### src/rtl/lc3_pkg.sv
// Shared constants for the LC-3 memory-mapped I/O block: register addresses,
// status bit positions, interrupt priority/vectors and the display-state enum.
package lc3_pkg;

    localparam logic [15:0] ADDR_KBSR = 16'hFE00;
    localparam logic [15:0] ADDR_KBDR = 16'hFE02;
    localparam logic [15:0] ADDR_DSR  = 16'hFE04;
    localparam logic [15:0] ADDR_DDR  = 16'hFE06;

    localparam int RDY_BIT = 15;
    localparam int IE_BIT  = 14;

    localparam logic [2:0] INT_PRIO = 3'd4;
    localparam logic [7:0] VEC_KB   = 8'h80;
    localparam logic [7:0] VEC_DS   = 8'h81;

    typedef enum logic {
        DISP_IDLE = 1'b0,
        DISP_BUSY = 1'b1
    } disp_state_e;

    // Status register image: ready in bit 15, interrupt enable in bit 14.
    function automatic logic [15:0] status_word(input logic rdy, input logic ie);
        return {rdy, ie, 14'b0};
    endfunction

endpackage

### src/rtl/lc3_disp_tx.sv
// Display transmitter: holds one character in ddr and offers it until the
// display consumes it; writes arriving while a character is pending are dropped.
module lc3_disp_tx
    import lc3_pkg::*;
(
    input  logic       clk,
    input  logic       rst_n,
    input  logic       wr_i,
    input  logic [7:0] wdata_i,
    input  logic       disp_ready_i,
    output logic       ds_rdy_o,
    output logic       disp_valid_o,
    output logic [7:0] disp_data_o
);

    disp_state_e state_q, state_d;
    logic [7:0]  ddr_q, ddr_d;

    // State and character register.
    always_ff @(posedge clk or negedge rst_n) begin
        if (!rst_n) begin
            state_q <= DISP_IDLE;
            ddr_q   <= 8'h00;
        end else begin
            state_q <= state_d;
            ddr_q   <= ddr_d;
        end
    end

    // Next-state logic; ddr only loads on the IDLE->BUSY transition.
    always_comb begin
        state_d = state_q;
        ddr_d   = ddr_q;
        case (state_q)
            DISP_IDLE: begin
                if (wr_i) begin
                    ddr_d   = wdata_i;
                    state_d = DISP_BUSY;
                end else begin
                    state_d = DISP_IDLE;
                end
            end
            DISP_BUSY: begin
                if (disp_ready_i) begin
                    state_d = DISP_IDLE;
                end else begin
                    state_d = DISP_BUSY;
                end
            end
            default: begin
                state_d = DISP_IDLE;
            end
        endcase
    end

    assign ds_rdy_o     = (state_q == DISP_IDLE);
    assign disp_valid_o = (state_q == DISP_BUSY);
    assign disp_data_o  = ddr_q;

endmodule

### src/rtl/lc3_mmio_ctrl.sv
// LC-3 memory-mapped I/O controller: keyboard receive register, display
// transmit register and a registered interrupt request/priority/vector encoder.
module lc3_mmio_ctrl
    import lc3_pkg::*;
(
    input  logic        clk,
    input  logic        rst_n,
    input  logic [15:0] mmio_addr,
    input  logic [15:0] mmio_wdata,
    input  logic        mmio_load,
    input  logic        mmio_rd,
    output logic [15:0] mmio_rdata,
    input  logic        kb_valid,
    input  logic [7:0]  kb_data,
    output logic        kb_ready,
    output logic        disp_valid,
    output logic [7:0]  disp_data,
    input  logic        disp_ready,
    output logic        irq,
    output logic [2:0]  intp,
    output logic [7:0]  intv
);

    logic       kb_rdy_q, kb_rdy_d;
    logic       kb_ie_q, kb_ie_d;
    logic [7:0] kb_buf_q, kb_buf_d;
    logic       ds_ie_q, ds_ie_d;
    logic       irq_q, irq_d;
    logic [2:0] intp_q, intp_d;
    logic [7:0] intv_q, intv_d;

    logic       kb_accept_s, kbdr_rd_s, ddr_wr_s;
    logic       ds_rdy_s, kb_int_s, ds_int_s;
    logic       unused_wdata_s;

    assign kb_accept_s = kb_valid && !kb_rdy_q;
    assign kbdr_rd_s   = mmio_rd && (mmio_addr == ADDR_KBDR);
    assign ddr_wr_s    = mmio_load && (mmio_addr == ADDR_DDR);
    assign kb_int_s    = kb_rdy_q && kb_ie_q;
    assign ds_int_s    = ds_rdy_s && ds_ie_q;

    // Only the ie bit and the display character are ever taken from write data.
    assign unused_wdata_s = ^{mmio_wdata[15], mmio_wdata[13:8]};

    lc3_disp_tx u_disp_tx (
        .clk          (clk),
        .rst_n        (rst_n),
        .wr_i         (ddr_wr_s),
        .wdata_i      (mmio_wdata[7:0]),
        .disp_ready_i (disp_ready),
        .ds_rdy_o     (ds_rdy_s),
        .disp_valid_o (disp_valid),
        .disp_data_o  (disp_data)
    );

    // Keyboard and interrupt state registers.
    always_ff @(posedge clk or negedge rst_n) begin
        if (!rst_n) begin
            kb_rdy_q <= 1'b0;
            kb_ie_q  <= 1'b0;
            kb_buf_q <= 8'h00;
            ds_ie_q  <= 1'b0;
            irq_q    <= 1'b0;
            intp_q   <= 3'd0;
            intv_q   <= 8'h00;
        end else begin
            kb_rdy_q <= kb_rdy_d;
            kb_ie_q  <= kb_ie_d;
            kb_buf_q <= kb_buf_d;
            ds_ie_q  <= ds_ie_d;
            irq_q    <= irq_d;
            intp_q   <= intp_d;
            intv_q   <= intv_d;
        end
    end

    // Keyboard capture/clear and ie-bit writes. A capture can only happen
    // while kb_rdy is clear, so it never races a meaningful clear.
    always_comb begin
        kb_rdy_d = kb_rdy_q;
        kb_buf_d = kb_buf_q;
        kb_ie_d  = kb_ie_q;
        ds_ie_d  = ds_ie_q;
        if (kb_accept_s) begin
            kb_rdy_d = 1'b1;
            kb_buf_d = kb_data;
        end else if (kbdr_rd_s) begin
            kb_rdy_d = 1'b0;
        end else begin
            kb_rdy_d = kb_rdy_q;
        end
        if (mmio_load && (mmio_addr == ADDR_KBSR)) begin
            kb_ie_d = mmio_wdata[IE_BIT];
        end else begin
            kb_ie_d = kb_ie_q;
        end
        if (mmio_load && (mmio_addr == ADDR_DSR)) begin
            ds_ie_d = mmio_wdata[IE_BIT];
        end else begin
            ds_ie_d = ds_ie_q;
        end
    end

    // Interrupt encoder, keyboard has precedence over display.
    always_comb begin
        irq_d  = 1'b0;
        intp_d = 3'd0;
        intv_d = 8'h00;
        if (kb_int_s) begin
            irq_d  = 1'b1;
            intp_d = INT_PRIO;
            intv_d = VEC_KB;
        end else if (ds_int_s) begin
            irq_d  = 1'b1;
            intp_d = INT_PRIO;
            intv_d = VEC_DS;
        end else begin
            irq_d  = 1'b0;
            intp_d = 3'd0;
            intv_d = 8'h00;
        end
    end

    // Zero-latency read mux.
    always_comb begin
        mmio_rdata = 16'h0000;
        case (mmio_addr)
            ADDR_KBSR: mmio_rdata = status_word(kb_rdy_q, kb_ie_q);
            ADDR_KBDR: mmio_rdata = {8'h00, kb_buf_q};
            ADDR_DSR:  mmio_rdata = status_word(ds_rdy_s, ds_ie_q);
            ADDR_DDR:  mmio_rdata = {8'h00, disp_data};
            default:   mmio_rdata = 16'h0000;
        endcase
    end

    assign kb_ready = !kb_rdy_q;
    assign irq      = irq_q;
    assign intp     = intp_q;
    assign intv     = intv_q;

endmodule

### config.mk
export PLATFORM = sky130hd
export DESIGN_NAME = lc3_mmio_ctrl
export DESIGN_NICKNAME = d
export VERILOG_FILES = /design/src/rtl/lc3_pkg.sv /design/src/rtl/lc3_disp_tx.sv /design/src/rtl/lc3_mmio_ctrl.sv
export SDC_FILE = /design/constraint.sdc
export NUM_CORES = 1
export LEC_CHECK = 0
export CAP_MARGIN = 20
export CELL_PAD_IN_SITES_DETAIL_PLACEMENT = 1
export CELL_PAD_IN_SITES_GLOBAL_PLACEMENT = 1
export CORE_UTILIZATION = 28
export CTS_BUF_LIST = sky130_fd_sc_hd__clkbuf_8
export DETAILED_ROUTE_END_ITERATION = 8
export PLACE_DENSITY = 0.95
export SETUP_SLACK_MARGIN = 0.3
export SYNTH_ARGS = -nofsm -noshare
export SYNTH_HDL_FRONTEND = slang
export SYNTH_SLANG_ARGS = --single-unit
### constraint.sdc
create_clock -name clk -period 2.1 [get_ports clk]
set_input_delay 0.315 -clock clk [delete_from_list [all_inputs] [get_ports clk]]
set_output_delay 0.315 -clock clk [all_outputs]
set_load 0.01 [all_outputs]
==> flow_summary.yaml <==
clock_tree:
  cts.sinks: 22
  cts_buffers: 3
  tritoncts: "yes"
  root_buffer: "clkbuf_8"
  ctsHtreeMaxLevel: 1
  clk_latency_ps: 270
  clk_pin_slew_ps: 90
  clk_path_buf_depth: 2
synth:
  synthFlopType: "dfrtp_1"
  avgSynthCellArea_um2: 12.1
  syn_inst: 98
  yosysSeqAreaShare_pct: 46.5
  yosysUniqueCellTypes: 26
  yosys_warnings: 0
  async_flop_share_pct: 100
  synth_edf_count: 0
  syn_area_um2: 1180
  ys_ff_latch: 22
critical_path:
  worst_path_largest_cell_delay_ps: 270
  path_cells: "clkdlybuf4s15_1 -> nand4b_1 -> nor2_2 -> and3b_2 -> buf_12 -> buf_16 -> a22o_1 -> buf_2"
  critPathKind: "in2out"
  crit_path_top_delay_cell: "and3b_2"
  startpoint_type: "input port"
  end_kind: "output port"
  crit_arrival_ps: 1610
  critPathBufInv: 4
  critPathRequiredTime_ps: 1780
  cp_max_fo: 4
  critPathTopFamily: "simple AND/OR/NAND/NOR gates"
place:
  gp_congestion: 0.714
  io_buffers: 62
  dpl_worst_slack_ps: -562
  place_hpwl_mm: 2.62
  placed_cells: 213
global_route:
  grtUsageMet1_pct: 20.6
  antenna_found_initial: 0
  grtUsageMet2_pct: 27.6
  use_met3_pct: 3.08
  grt_max_degree: 23
  grt_pass1_wl_mm: 5.34
  grt_pass1_vias: 1060
  overflow: 0
  grt.busiest_layer: "met2"
  track_usage_pct: 16.3
timing:
  setup-violations-final: 0
  final.setup.worst_slack_ps: 178
  setup-tns-final_ps: 0
  hold_viol: 0
  fin_crit_sh_pct: 91.5
  slew_violations: 0
  fmax_ghz: 0.520
  skew_ps: 4.39
  rsz0062_at_grt: "true"
  min_period_ps: 1920
pwr:
  p_leak_nw: 0.950
  peakVddDrop_mv: 0.317
  finalPower_mw: 0.892
  power_density_nw_per_um2: 454
floorplanning:
  dieArea_um2: 4500
  start_util_pct: 29.4
  die_w_um: 67.1
  core_area_um2: 4030
  rows: 23
  boundaryPins: 84
  die_h_um: 67.1
finish:
  post_route_cells_drive_above_1_share_pct: 34.3
  nFillCells: 472
  synthToLayoutAreaGrowth_pct: 65.7
  nets: 219
  final_core_util_pct: 48.7
  final_common_cell: "clkdlybuf4s50_1"
  regArea_um2: 551
  mostFrequentLayoutCells: "clkdlybuf4s50_1, dfrtp_1, conb_1, dlygate4sd2_1"
  finalNonFillerCells: 222
  n_antenna_cell: 0
  multi_input_area_um2: 554
routing:
  drtIter0Drc: 25
  ant_nets: 0
  drcViolationCount: 0
  wl_per_cell_um: 15.8
  num_vias: 998
  drt-total-wl_mm: 3.51
  drtPass1Iterations: 4
  viasPerCell: 4.50
status:
  status: "finished, final reports clean"
hold_path:
  hold_class: "in2async"
job:
  cap_violations: 0
timing repair:
| action | CTS | global route |
|---|---|---|
| buffers inserted | 3 | 1 |
| setup endpoints to repair | 21 | 19 |
| pin swaps | 9 | 6 |
| cloned | 1 | 0 |
| hold endpoints to repair | 0 | 0 |
| resized for setup | 71 | 8 |
| hold buffers | 0 | 0 |
worst paths after layout:
kind	from	end	slack (ps)	depth (start not counted)
worst min register to register	kb_buf_q[1]	kb_buf_q[1]	520	1
worst min-delay path	rst_n	kb_buf_q[2]	400	2
min in group clk	kb_buf_q[1]	kb_buf_q[1]	520	1
max in group asynchronous	rst_n	intp[2]	1470	2
worst max register to register	u_disp_tx.disp_valid_o	u_disp_tx.disp_data_o[7]	550	3
worst max-delay path	mmio_addr[8]	mmio_rdata[2]	180	8
stage by stage:
step                instance area, um2  hold WS (ps)
floorplan                         1230          19.4
global placement                  1870           493
detailed placement                1870           497
CTS                               1950           411
global route                      1960           436
finish                            1960           397
per-layer routing:
layer | share of wire [%] | vias to the layer above
met5 | 0 | -
met4 | 0.97 | 0
met3 | 4.3 | 5
met2 | 54 | 37
met1 | 40 | 492
li1 | - | 464
synthesized netlist by cell type (2+ instances only):
cell / n / area [um2]
inv_1: 3 / 11.3
dfrtp_1: 22 / 551
buf_4: 16 / 120
mux2_2: 10 / 113
mux2_4: 8 / 120
mux2i_1: 2 / 20.0
clkbuf_1: 3 / 11.3
nand4_1: 2 / 12.5
nand2_1: 4 / 15.0
nor2_1: 5 / 18.8
a22o_1: 8 / 70.1
sequential cells by signal (all words and copies together) (netlist names):
signal                  flops
u_disp_tx.disp_valid_o      1
intv                        1
kb_buf_q                    8
kb_ie_q                     1
kb_rdy_q                    1
intp                        1
u_disp_tx.disp_data_o       8
ds_ie_q                     1
logic make-up (layout without fill, tap and decap cells):
group	Yosys count	count (layout)	synth area share (%)
buf+inv	23	84	13.0
flops	22	22	46.5
simple gates	21	21	11.6
mux	20	20	21.3
compound gates	11	11	7.29
other cells	1	14	0.316
area by class of cell:
| type | instances | share of cell area [%] |
|---|---|---|
| repair buffers | 77 | 37.2 |
| flip-flops and latches | 22 | 28.0 |
| inverters | 3 | 0.574 |
| multi-input cells | 66 | 28.2 |
| clock buffers | 4 | 2.80 |
| well taps | 50 | 3.19 |
power breakdown:
part           leakage (nW)  total, mW  internal, mW  switching [mW]
clock network        0.0288      0.316         0.167           0.149
registers             0.290      0.451         0.441          0.0100
logic                 0.632      0.125        0.0778          0.0467
total                 0.950      0.892         0.686           0.205
(Power assumes the default switching activity.)
